===== src/rtl/reduceron_trace_monitor.sv =====
// Purpose : trace monitor for a Reduceron-style core. It captures IO writes, GC start/end,
//           heap-pointer changes and completion as timestamped events, and presents them
//           on a valid/ready output through a small FIFO.
// Latency : an event sampled at edge N is enqueued at edge N+1, so ev_valid rises in the
//           cycle after N+1 (empty FIFO, no contention).
// Backpressure: while ev_ready is low, events wait in per-kind pending latches and then in
//           the FIFO. An event that finds its kind's latch still occupied is dropped and
//           counted in overflow_cnt.
//
// Ports (clock domain: clock, synchronous active-high reset):
//   clock, reset                 clock and synchronous reset
//   result, state, heap          core status buses (tag = result[2:0], GC flag = state[GC_BIT])
//   iowrite, ioaddr, iowd        core IO write strobe, address and data
//   finish                       core completion
//   ev_mask                      per-kind capture enable (bit k = kind k)
//   ev_valid, ev_ready           output handshake for the head event
//   ev_kind, ev_time, ev_a, ev_b head event fields
//   overflow_cnt                 saturating count of dropped events
//   done                         a FINISH event has been consumed

// Generic synchronous FIFO.
// Purpose : stores DEPTH entries of width W. dout shows the head entry.
// Latency : a pushed entry appears at dout in the cycle after the push edge.
// Backpressure: the caller must not push when full unless it also pops in the same cycle,
//           and must not pop when empty.
module rtm_fifo #(
   parameter int W     = 8,
   parameter int DEPTH = 16
) (
   input  logic         clock,
   input  logic         reset,
   input  logic         push,
   input  logic [W-1:0] din,
   input  logic         pop,
   output logic [W-1:0] dout,
   output logic         full,
   output logic         empty
);
   localparam int AW = $clog2(DEPTH);

   logic [W-1:0] mem [DEPTH];
   logic [AW:0]  wr_ptr;
   logic [AW:0]  rd_ptr;

   // Pointers carry one extra wrap bit so that full and empty can be told apart.
   always_ff @(posedge clock) begin
      if (reset) begin
         wr_ptr <= '0;
         rd_ptr <= '0;
      end else begin
         if (push) wr_ptr <= wr_ptr + (AW+1)'(1);
         if (pop)  rd_ptr <= rd_ptr + (AW+1)'(1);
      end
   end

   // When full, the push slot is the head slot. Pushing and popping together overwrites
   // the entry that is leaving, which is correct.
   always_ff @(posedge clock) begin
      if (push) mem[wr_ptr[AW-1:0]] <= din;
   end

   assign dout  = mem[rd_ptr[AW-1:0]];
   assign empty = (wr_ptr == rd_ptr);
   assign full  = (wr_ptr[AW] != rd_ptr[AW]) && (wr_ptr[AW-1:0] == rd_ptr[AW-1:0]);
endmodule

module reduceron_trace_monitor #(
   parameter int DATA_W  = 16,
   parameter int STATE_W = 7,
   parameter int GC_BIT  = 5,
   parameter int HEAP_W  = 13,
   parameter int IO_AW   = 13,
   parameter int IO_DW   = 13,
   parameter int PAY_W   = 16,
   parameter int TS_W    = 32,
   parameter int DEPTH   = 16
) (
   input  logic               clock,
   input  logic               reset,
   input  logic [DATA_W-1:0]  result,
   input  logic [STATE_W-1:0] state,
   input  logic [HEAP_W-1:0]  heap,
   input  logic               iowrite,
   input  logic [IO_AW-1:0]   ioaddr,
   input  logic [IO_DW-1:0]   iowd,
   input  logic               finish,
   input  logic [4:0]         ev_mask,
   output logic               ev_valid,
   input  logic               ev_ready,
   output logic [2:0]         ev_kind,
   output logic [TS_W-1:0]    ev_time,
   output logic [PAY_W-1:0]   ev_a,
   output logic [PAY_W-1:0]   ev_b,
   output logic [15:0]        overflow_cnt,
   output logic               done
);
   localparam int NK = 5;   // number of event kinds

   localparam logic [2:0] K_IOWR   = 3'd0;
   localparam logic [2:0] K_HEAP   = 3'd3;
   localparam logic [2:0] K_FINISH = 3'd4;

   typedef struct packed {
      logic [2:0]       kind;
      logic [TS_W-1:0]  tstamp;
      logic [PAY_W-1:0] a;
      logic [PAY_W-1:0] b;
   } ev_t;

   // Registered state.
   logic [TS_W-1:0]   ts;
   logic              prev_gc;
   logic [HEAP_W-1:0] prev_heap;
   logic              fin_seen;
   logic [NK-1:0]     pend;
   ev_t               lat [NK];

   // Combinational signals.
   logic [NK-1:0] det;
   logic [NK-1:0] cap;
   ev_t           new_ev [NK];
   logic          gc_now;
   logic          sel_vld;
   logic [NK-1:0] sel_oh;
   ev_t           sel_ev;
   logic          push;
   logic          pop;
   logic [NK-1:0] free;
   logic [NK-1:0] load;
   logic [NK-1:0] drop;
   logic [2:0]    drop_n;
   logic [16:0]   ovf_sum;
   logic          fifo_full;
   logic          fifo_empty;
   ev_t           head;

   // Only the GC flag of the state bus is observed.
   logic unused_state;
   assign unused_state = ^state;

   assign gc_now = state[GC_BIT];

   // Detection. Once FINISH has been seen, nothing new is captured. The previous-value
   // registers still track their inputs so that nothing depends on that history.
   always_comb begin
      det = '0;
      if (!fin_seen) begin
         det[0] = iowrite;
         det[1] = gc_now & ~prev_gc;
         det[2] = ~gc_now & prev_gc;
         det[3] = (heap != prev_heap);
         det[4] = finish;
      end
      cap = det & ev_mask;
   end

   // Event fields. Narrow sources are zero-extended into the payload width.
   always_comb begin
      for (int k = 0; k < NK; k++) begin
         new_ev[k].kind   = 3'(k);
         new_ev[k].tstamp = ts;
         new_ev[k].a      = '0;
         new_ev[k].b      = '0;
      end
      new_ev[K_IOWR].a   = PAY_W'(ioaddr);
      new_ev[K_IOWR].b   = PAY_W'(iowd);
      new_ev[K_HEAP].a   = PAY_W'(heap);
      new_ev[K_HEAP].b   = PAY_W'(prev_heap);
      new_ev[K_FINISH].a = PAY_W'(result >> 3);
      new_ev[K_FINISH].b = PAY_W'(result[2:0]);
   end

   // Pick the lowest-numbered pending latch. The loop runs downwards, so the last match wins.
   always_comb begin
      sel_vld = 1'b0;
      sel_oh  = '0;
      sel_ev  = lat[0];
      for (int k = NK-1; k >= 0; k--) begin
         if (pend[k]) begin
            sel_vld   = 1'b1;
            sel_oh    = '0;
            sel_oh[k] = 1'b1;
            sel_ev    = lat[k];
         end
      end
   end

   assign ev_valid = ~fifo_empty;
   assign pop      = ev_valid & ev_ready;
   // A full FIFO can still accept an entry when it pops in the same cycle.
   assign push     = sel_vld & (~fifo_full | pop);
   assign free     = push ? sel_oh : '0;

   // A latch that empties this cycle can take a new event at the same edge.
   assign load = cap & (~pend | free);
   assign drop = cap & pend & ~free;

   always_comb begin
      drop_n = '0;
      for (int k = 0; k < NK; k++) begin
         drop_n = drop_n + 3'(drop[k]);
      end
      ovf_sum = {1'b0, overflow_cnt} + 17'(drop_n);
   end

   always_ff @(posedge clock) begin
      if (reset) begin
         ts           <= '0;
         prev_gc      <= 1'b0;
         prev_heap    <= '0;
         fin_seen     <= 1'b0;
         pend         <= '0;
         overflow_cnt <= '0;
         done         <= 1'b0;
      end else begin
         ts        <= ts + TS_W'(1);
         prev_gc   <= gc_now;
         prev_heap <= heap;
         if (finish) fin_seen <= 1'b1;
         pend      <= (pend & ~free) | load;
         // The count saturates instead of wrapping.
         overflow_cnt <= ovf_sum[16] ? 16'hFFFF : ovf_sum[15:0];
         if (pop && head.kind == K_FINISH) done <= 1'b1;
      end
   end

   // Latch payloads need no reset because the pend bits qualify them.
   always_ff @(posedge clock) begin
      for (int k = 0; k < NK; k++) begin
         if (load[k]) lat[k] <= new_ev[k];
      end
   end

   rtm_fifo #(
      .W     ($bits(ev_t)),
      .DEPTH (DEPTH)
   ) u_fifo (
      .clock (clock),
      .reset (reset),
      .push  (push),
      .din   (sel_ev),
      .pop   (pop),
      .dout  (head),
      .full  (fifo_full),
      .empty (fifo_empty)
   );

   assign ev_kind = head.kind;
   assign ev_time = head.tstamp;
   assign ev_a    = head.a;
   assign ev_b    = head.b;
endmodule


===== config.mk =====
export PLATFORM = sky130hd
export DESIGN_NAME = reduceron_trace_monitor
export DESIGN_NICKNAME = d
export VERILOG_FILES = /design/src/rtl/reduceron_trace_monitor.sv
export SDC_FILE = /design/constraint.sdc
export NUM_CORES = 1
export LEC_CHECK = 0
export BUFFER_PORTS_ARGS = -buffer_cell sky130_fd_sc_hd__buf_4
export CORE_ASPECT_RATIO = 1.25
export CORE_MARGIN = 1
export CORE_UTILIZATION = 40
export CTS_BUF_LIST = sky130_fd_sc_hd__clkbuf_8
export CTS_CLUSTER_SIZE = 12
export DETAILED_ROUTE_END_ITERATION = 10
export GPL_ROUTABILITY_DRIVEN = 1
export PLACE_DENSITY = 0.52
export SETUP_SLACK_MARGIN = 0.4
export SLEW_MARGIN = 40
export SYNTH_ARGS = -nofsm -noshare
export SYNTH_HDL_FRONTEND = slang
export SYNTH_HIERARCHICAL = 1
export SYNTH_SLANG_ARGS = --single-unit

===== constraint.sdc =====
create_clock -name clock -period 6.04 [get_ports clock]
set_input_delay 1.208 -clock clock [delete_from_list [all_inputs] [get_ports clock]]
set_output_delay 1.208 -clock clock [all_outputs]
set_load 0.01 [all_outputs]

Yosys cells after proc, flatten, opt, wreduce, memory -nomap -nowiden
Memories as Yosys holds them, arrays and structs flattened. A register that Yosys moved wholly into a read port is not among the register bits.
Cells that the tools add are included.
W data, S select, Z words.
Storage, ports and cells
  register bits after elaboration: 79
  RAM bits: 1377
  output and inout bits: 85
  memories kept: 2
Cells by class
  add/subtract/negate cells: 8
  equality and inequality tests: 5
  mux-type cells: 35
  bitwise gates (word level): 18
  reduce and logical (&&, ||, !) cells: 3
Memories
  u_fifo.mem: depth 16, bits a word 67, rd ports 1, clocked after memory_dff 1, write ports 1, line 41  | logic [W-1:0] mem [DEPTH];
  lat: depth 5, bits a word 61, rd ports 5, clocked after memory_dff 0, write ports 4, line 116  | ev_t lat [NK];
Operators by type and width (number)
  $mux W67: 5
  $mux W61: 1
  $reduce_or A61 Y1: 1
  $mux W5: 7
  $add A32 B1 Y32 const B: 1
  $and A5 B5 Y5: 5
  $mux W1: 18
  $add A16 B3 Y17: 1
  $mux W16: 1
  $ne A13 B13 Y1: 1
  $add A5 B1 Y5 const B: 2
  $not A5 Y5: 2
  $or A5 B5 Y5: 2
  $mux W4: 2
  $add A3 B1 Y3: 2
  $eq A5 B5 Y1: 1
  $and A1 B1 Y1: 4
  $eq A4 B4 Y1: 1
  $not A1 Y1: 4
  $add A2 B1 Y3: 1
  $eq A3 B3 Y1 const B: 1
  $mux W3: 1
  $add A1 B1 Y2: 1
  $logic_and A1 B1 Y1: 2
  other kinds (2): 2

Logic depth before layout (Yosys ltp)
  word-level depth: 15
  mapped depth: 19
  mapped depth without buffers: 18

Cells and area by module
Netlist, hierarchy kept.
By module, submodules not included
  rtm_fifo: times used 1, cells an instance 1715, area an instance 40670.3 um^2, seq. area each 32471.1 um^2
  reduceron_trace_monitor: times used 1, cells an instance 773, area an instance 11238.3 um^2, seq. area each 8227.9 um^2

Worst setup path after synthesis
No wires, ideal clock.
  path kind: input to register
  start: input port ev_ready
  end: memory lat[0][122] in the netlist's numbering (enable)
  setup time: 0.481 ns
  arrival: 4.453 ns
  required time: 5.559 ns
  setup slack: 1.107 ns
  cell stages on the path: 5
  path buffers: 0
  path through: nand2_1 -> inv_1 -> nor2b_1 -> o31ai_1 -> nor2b_1
RTL lines
  start: declaration: line 89  | input logic ev_ready,
  end: declaration: line 116

Worst setup path after layout
  start: register u_fifo.wr_ptr[2]
  end: register overflow_cnt[8]
Between the ends
  longest elaborated chain between the ends: 14
  elaborated cells on any way between the ends: 17
Ends and longest elaborated chain
  start: declaration: line 42  | logic [AW:0] wr_ptr;
  start signal: assignment: line 51  | if (push) wr_ptr <= wr_ptr + (AW+1)'(1);
  $eq A5 B5 Y1 (*): line 63  | assign empty = (wr_ptr == rd_ptr);
  named net fifo_empty: line 134  | logic fifo_empty;
  $not A1 Y1 (*): line 188  | assign ev_valid = ~fifo_empty;
  $and A1 B1 Y1 (*): line 189  | assign pop = ev_valid & ev_ready;
  named net pop: line 127  | logic pop;
  $or A1 B1 Y1 (*): line 191  | assign push = sel_vld & (~fifo_full | pop);
  $and A1 B1 Y1 (*): line 191
  $mux W5 (*): line 192  | assign free = push ? sel_oh : '0;
  $not A5 Y5 (*): line 196  | assign drop = cap & pend & ~free;
  $and A5 B5 Y5 (*): line 196
  $add A1 B1 Y2: line 201  | drop_n = drop_n + 3'(drop[k]);
  $add A2 B1 Y3: line 201
  $add A3 B1 Y3: line 201
  $add A3 B1 Y3 (*): line 201
  $add A16 B3 Y17 (*): line 203  | ovf_sum = {1'b0, overflow_cnt} + 17'(drop_n);
  $mux W16 (*): line 222  | overflow_cnt <= ovf_sum[16] ? 16'hFFFF : ovf_sum[15:0];
  end signal: assignment: line 222
  end: declaration: line 94  | output logic [15:0] overflow_cnt,
Mark *: on every way through the listed nets, which the timed path passes. The rest lies on a longest branch.
A chain may end at the register's enable or synchronous reset.

==> impl.org <==
** Synth
- The share of synthesized area in the top cell type comes to 0.7520.
- Counting flops and latches in the post-synthesis netlist gives 1,383.
- Counting every instance in the synthesized netlist gives 2,488.
- Post-synth top flop :: sky130_fd_sc_hd__edfxtp_1
- The share of the Yosys chip area taken by registers is 0.7841.
- Async SR Flop Fraction :: 0
- Yosys printed 6 warnings.
- Post-synthesis average cell area :: 20.86 sq um
- Count of flip-flops with a built-in enable after synthesis :: 1,300
- Cells taking the most area after synthesis :: sky130_fd_sc_hd__edfxtp_1 75%, sky130_fd_sc_hd__mux4_2 12%, sky130_fd_sc_hd__dfxtp_1 3.2%
- After synthesis, the netlist uses 52 different library cells.
- The cell area that synthesis handed to floorplanning was 0.05191 sq mm.
- The biggest area contributor in the post-synthesis netlist is sky130_fd_sc_hd__edfxtp_1.

** GRT
- Summed over all layers, the global routing overflow is 0.
- Pin count of the biggest net entering global routing :: 81
- Via count of the first global-routing pass :: 27,911
- The number of antenna violations at the first check in global routing is 4.
- For this run, the total global-route usage over all layers was measured as 0.2039.
- Global-route wire length before repair :: 189,300 um

** Clock tree
- Cts bufs inserted :: 214
- Clock tree from TritonCTS :: yes
- The H-tree generated during clock tree synthesis spans 4 levels.
- Post-CTS Setup Bufs :: 0
- Post-CTS Hold Buffers :: 0
- Clock latency of the later-clocked register in the worst-skew pair :: 0.91 ns
- Max clock buf depth :: 3
- Count of instances resized after the clock tree is built :: 0
- The tree is rooted in a sky130_fd_sc_hd__clkbuf_8.
- Number of sinks on the clock net :: 1,383
- Clock-pin slew on the worst setup and hold paths :: 0.06 ns

** Min path
- Number of cells traversed by the worst hold path :: 0
- Launch instance of the worst min-delay path :: prev_heap[2]$_SDFF_PP0_
- Class of the worst hold path :: reg2reg
- For hold timing, the worst endpoint is lat[0][124]$_DFFE_PP_.

** Timing
- Maximum clock frequency :: 197.5 MHz
- For the pin with the worst max-slew slack, the measured transition is 0.8592 ns.
- In the finished design, the share of the clock period the worst path needs comes to 0.8381.
- Setup slack closes at 0.9777 ns.
- Final-layout worst hold slack :: 0.4624 ns
- Pins Over Slew Limit :: 0
- In this run the tightest slew margin relative to its limit is 0.4272.
- Final total negative setup slack :: 0 ns
- The worst path in the final design needs a cycle of 5.062 ns, including I/O delays and setup.
- Final count of hold timing violations :: 0
- Setup violations remaining at the end of the flow were counted as 0.
- Skew final :: 0.03895 ns
- RSZ-0062 raised after global routing :: false

** Die
- # rows :: 147
- The die is 404.8 um tall.
- Floorplan Core Area :: 0.1286 sq mm
- For this configuration, the core starts out at a cell density of 0.4038.
- The die is 324.2 um wide.
- Floorplan die area :: 0.1312 sq mm
- I/O pin total :: 157

** Route
- After the first detailed-routing iteration, the DRC count stood at 2,172.
- In the routed design, unresolved DRC markers number 0.
- Before antenna repair, the detailed router went through 7 iterations.
- In the final routed layout, each cell accounts on average for 27.44 um.
- Total via count in the routed design :: 26,273
- Using the TritonRoute via totals, the vias-per-cell ratio works out to 5.460.
- Count of nets left with antenna violations after detail routing :: 0
- Summed over all layers, the routed wires come to 132,000 um.

** Finish
- In the final layout, the share of cells above drive strength 1 is 0.2680.
- Commonest non-fill, non-tap cells in the layout :: 1,300 x sky130_fd_sc_hd__edfxtp_1, 268 x sky130_fd_sc_hd__mux4_2, 234 x sky130_fd_sc_hd__clkbuf_8, 207 x sky130_fd_sc_hd__buf_4, 166 x sky130_fd_sc_hd__a22oi_1
- Final layout net count :: 2,996
- Measured on the finished design, the core utilization comes to 0.4686.
- After the flow finishes, the layout carries non-filler instances totaling 4,812.
- Layout-stage area growth over the synthesis result :: 16.06%
- Commonest non-fill, non-tap cell in the layout :: sky130_fd_sc_hd__edfxtp_1

** Power
- Net Switching :: 0.005305 W
- Internal power summed over all cells :: 0.01595 W
- Proportion of power drawn by the clock network :: 0.340
- Across the VDD grid, the largest voltage drop is 0.1698 mV.
- Pwr Density :: 352.8 mW/mm^2
- Of the total power, registers draw 0.516.
- Of the total power, the share spent switching nets is 0.2496.
- The analysis attributes to cell leakage a power of 19.68 nW.
- Portion of total power attributed to combinational logic :: 0.144

** Critical path
- Cell at the slowest stage of the critical path :: sky130_fd_sc_hd__fa_1
- CP endpoint kind :: register
- Data on the critical path arrives at its endpoint at 5.88 ns.
- Worst-path fanout max :: 11
- The endpoint identified for the worst register-to-register timing path is overflow_cnt[8]$_SDFF_PP0_.
- The largest single stage delay on the critical path is 0.56 ns.
- The worst setup path is of the reg2reg kind.
- Setup slack of the most critical reg-to-reg path :: 0.98 ns
- Walking the worst path, the cells encountered are xnor2_1, nand4_1, nor2_1, inv_1, nand2_1, inv_1, nor2b_1, o21ai_0, nor2_1, fa_1, fa_1, ha_1, fa_1, a21oi_1, nor3_2, nand2_1, o21a_1, nor2_1.
- The startpoint identified for the worst register-to-register timing path is u_fifo/wr_ptr[2]$_SDFFE_PP0P_.
- For the worst setup path, the data required time is 6.86 ns.
- Nature of the critical path startpoint :: register
- Measured in cells, the most critical reg-to-reg path has a length of 18.

** Placement
- Input and output buffers added on the ports amount to 150.
- The wire-length estimate of the detail-placed layout is 71,890 um.
- Routability-driven placement congestion ratio :: 0.7380
- DP Worst Slack :: 0.7220 ns
- Number of placed cells counting well taps :: 4,405

** Run status
- The run finished with clean final reports.

** Flow run
- The tool flagged a number of max-cap violations equal to 0.
[final cells by class]
cell class / instances / area, sq um
Antenna cell: 2 / 5.005
Clock buffer: 234 / 3221
Clock inverter: 168 / 752.0
Fill cell: 10772 / 68320
Inverter: 24 / 92.59
Multi-Input combinational cell: 1042 / 11020
Sequential cell: 1383 / 40710
Tap cell: 1713 / 2143
Timing Repair Buffer: 246 / 2306
[power groups by stage]
stage	Clock, W	Combinational (W)	Sequential (W)
floorplan	0	0.00212	0.0111
global placement	0	0.00309	0.0112
detailed placement	0	0.00315	0.0112
CTS	0.00744	0.00315	0.0110
global route	0.00782	0.00331	0.0110
finish	0.00723	0.00306	0.0110
[state kept, by name, summed over array words and instances, names as in the netlist, named ones only]
signal and count:
pend 5, done 1, ts 32, u_fifo/mem 1072, fin_seen 1, u_fifo/wr_ptr 5, lat 228, overflow_cnt 16
prev_heap 13, u_fifo/rd_ptr 5, prev_gc 1
[worst max-delay path by stage]
stage	start	end	slack (ns)	depth (start not counted)
final	u_fifo/wr_ptr[2]$_SDFFE_PP0P_	overflow_cnt[8]$_SDFF_PP0_	0.98	18
after global placement	ev_ready	overflow_cnt[8]$_SDFF_PP0_	0.73	15
after floorplan	ev_ready	lat[0][122]$_DFFE_PP_	1.11	5
after CTS	u_fifo/wr_ptr[2]$_SDFFE_PP0P_	overflow_cnt[8]$_SDFF_PP0_	1.04	18
after detailed placement	ev_ready	overflow_cnt[8]$_SDFF_PP0_	0.72	15
after global routing	u_fifo/wr_ptr[2]$_SDFFE_PP0P_	overflow_cnt[8]$_SDFF_PP0_	0.57	18
[Yosys cell counts, drive strengths merged, types with 31 or more instances]
| master | instances |
|---|---|
| mux4 | 268 |
| nand2 | 91 |
| o21ai | 69 |
| clkbuf | 76 |
| xor2 | 36 |
| a22oi | 166 |
| buf | 58 |
| edfxtp | 1300 |
| nor2 | 68 |
| a221o | 31 |
| dfxtp | 83 |
[worst max-delay path: cells and delay by family, from the launching register on]
kind,cells,cell delay [ns]
flip-flops,1,0.50
AO/OA/AOI/OAI,3,0.61
AND/OR/NAND/NOR,8,2.09
XOR/XNOR,1,0.17
adder cells (fa/ha/maj),4,1.43
buffers and inverters,2,0.19
[cell families after synthesis]
kind of cell / after synthesis / synth area share
AOI/OAI and AO/OA: 330 / 0.04560
xor gates and xnor gates: 63 / 0.01063
adders and majority gates: 13 / 0.003567
buffers and inverters: 158 / 0.01359
DFF: 1383 / 0.7841
muxes: 271 / 0.1169
other: 1 / 0.00007224
and+or+nand+nor: 269 / 0.02562
[metal layers]
metal,vias to the layer above,GRT usage,share of wire
met1,14036,0.2576,0.40
met4,2,0.06720,0.026
met2,862,0.3468,0.51
li1,11138,-,-
met5,-,0,0.000098
met3,235,0.04529,0.065
[per-stage QoR]
step,instance area (sq um),total power [W]
global placement,55960,0.01425
finish,60240,0.02126
CTS,60180,0.02157
detailed placement,56210,0.01432
floorplan,52270,0.01320
global route,60240,0.02211
Power figures use the tool's default switching activity.
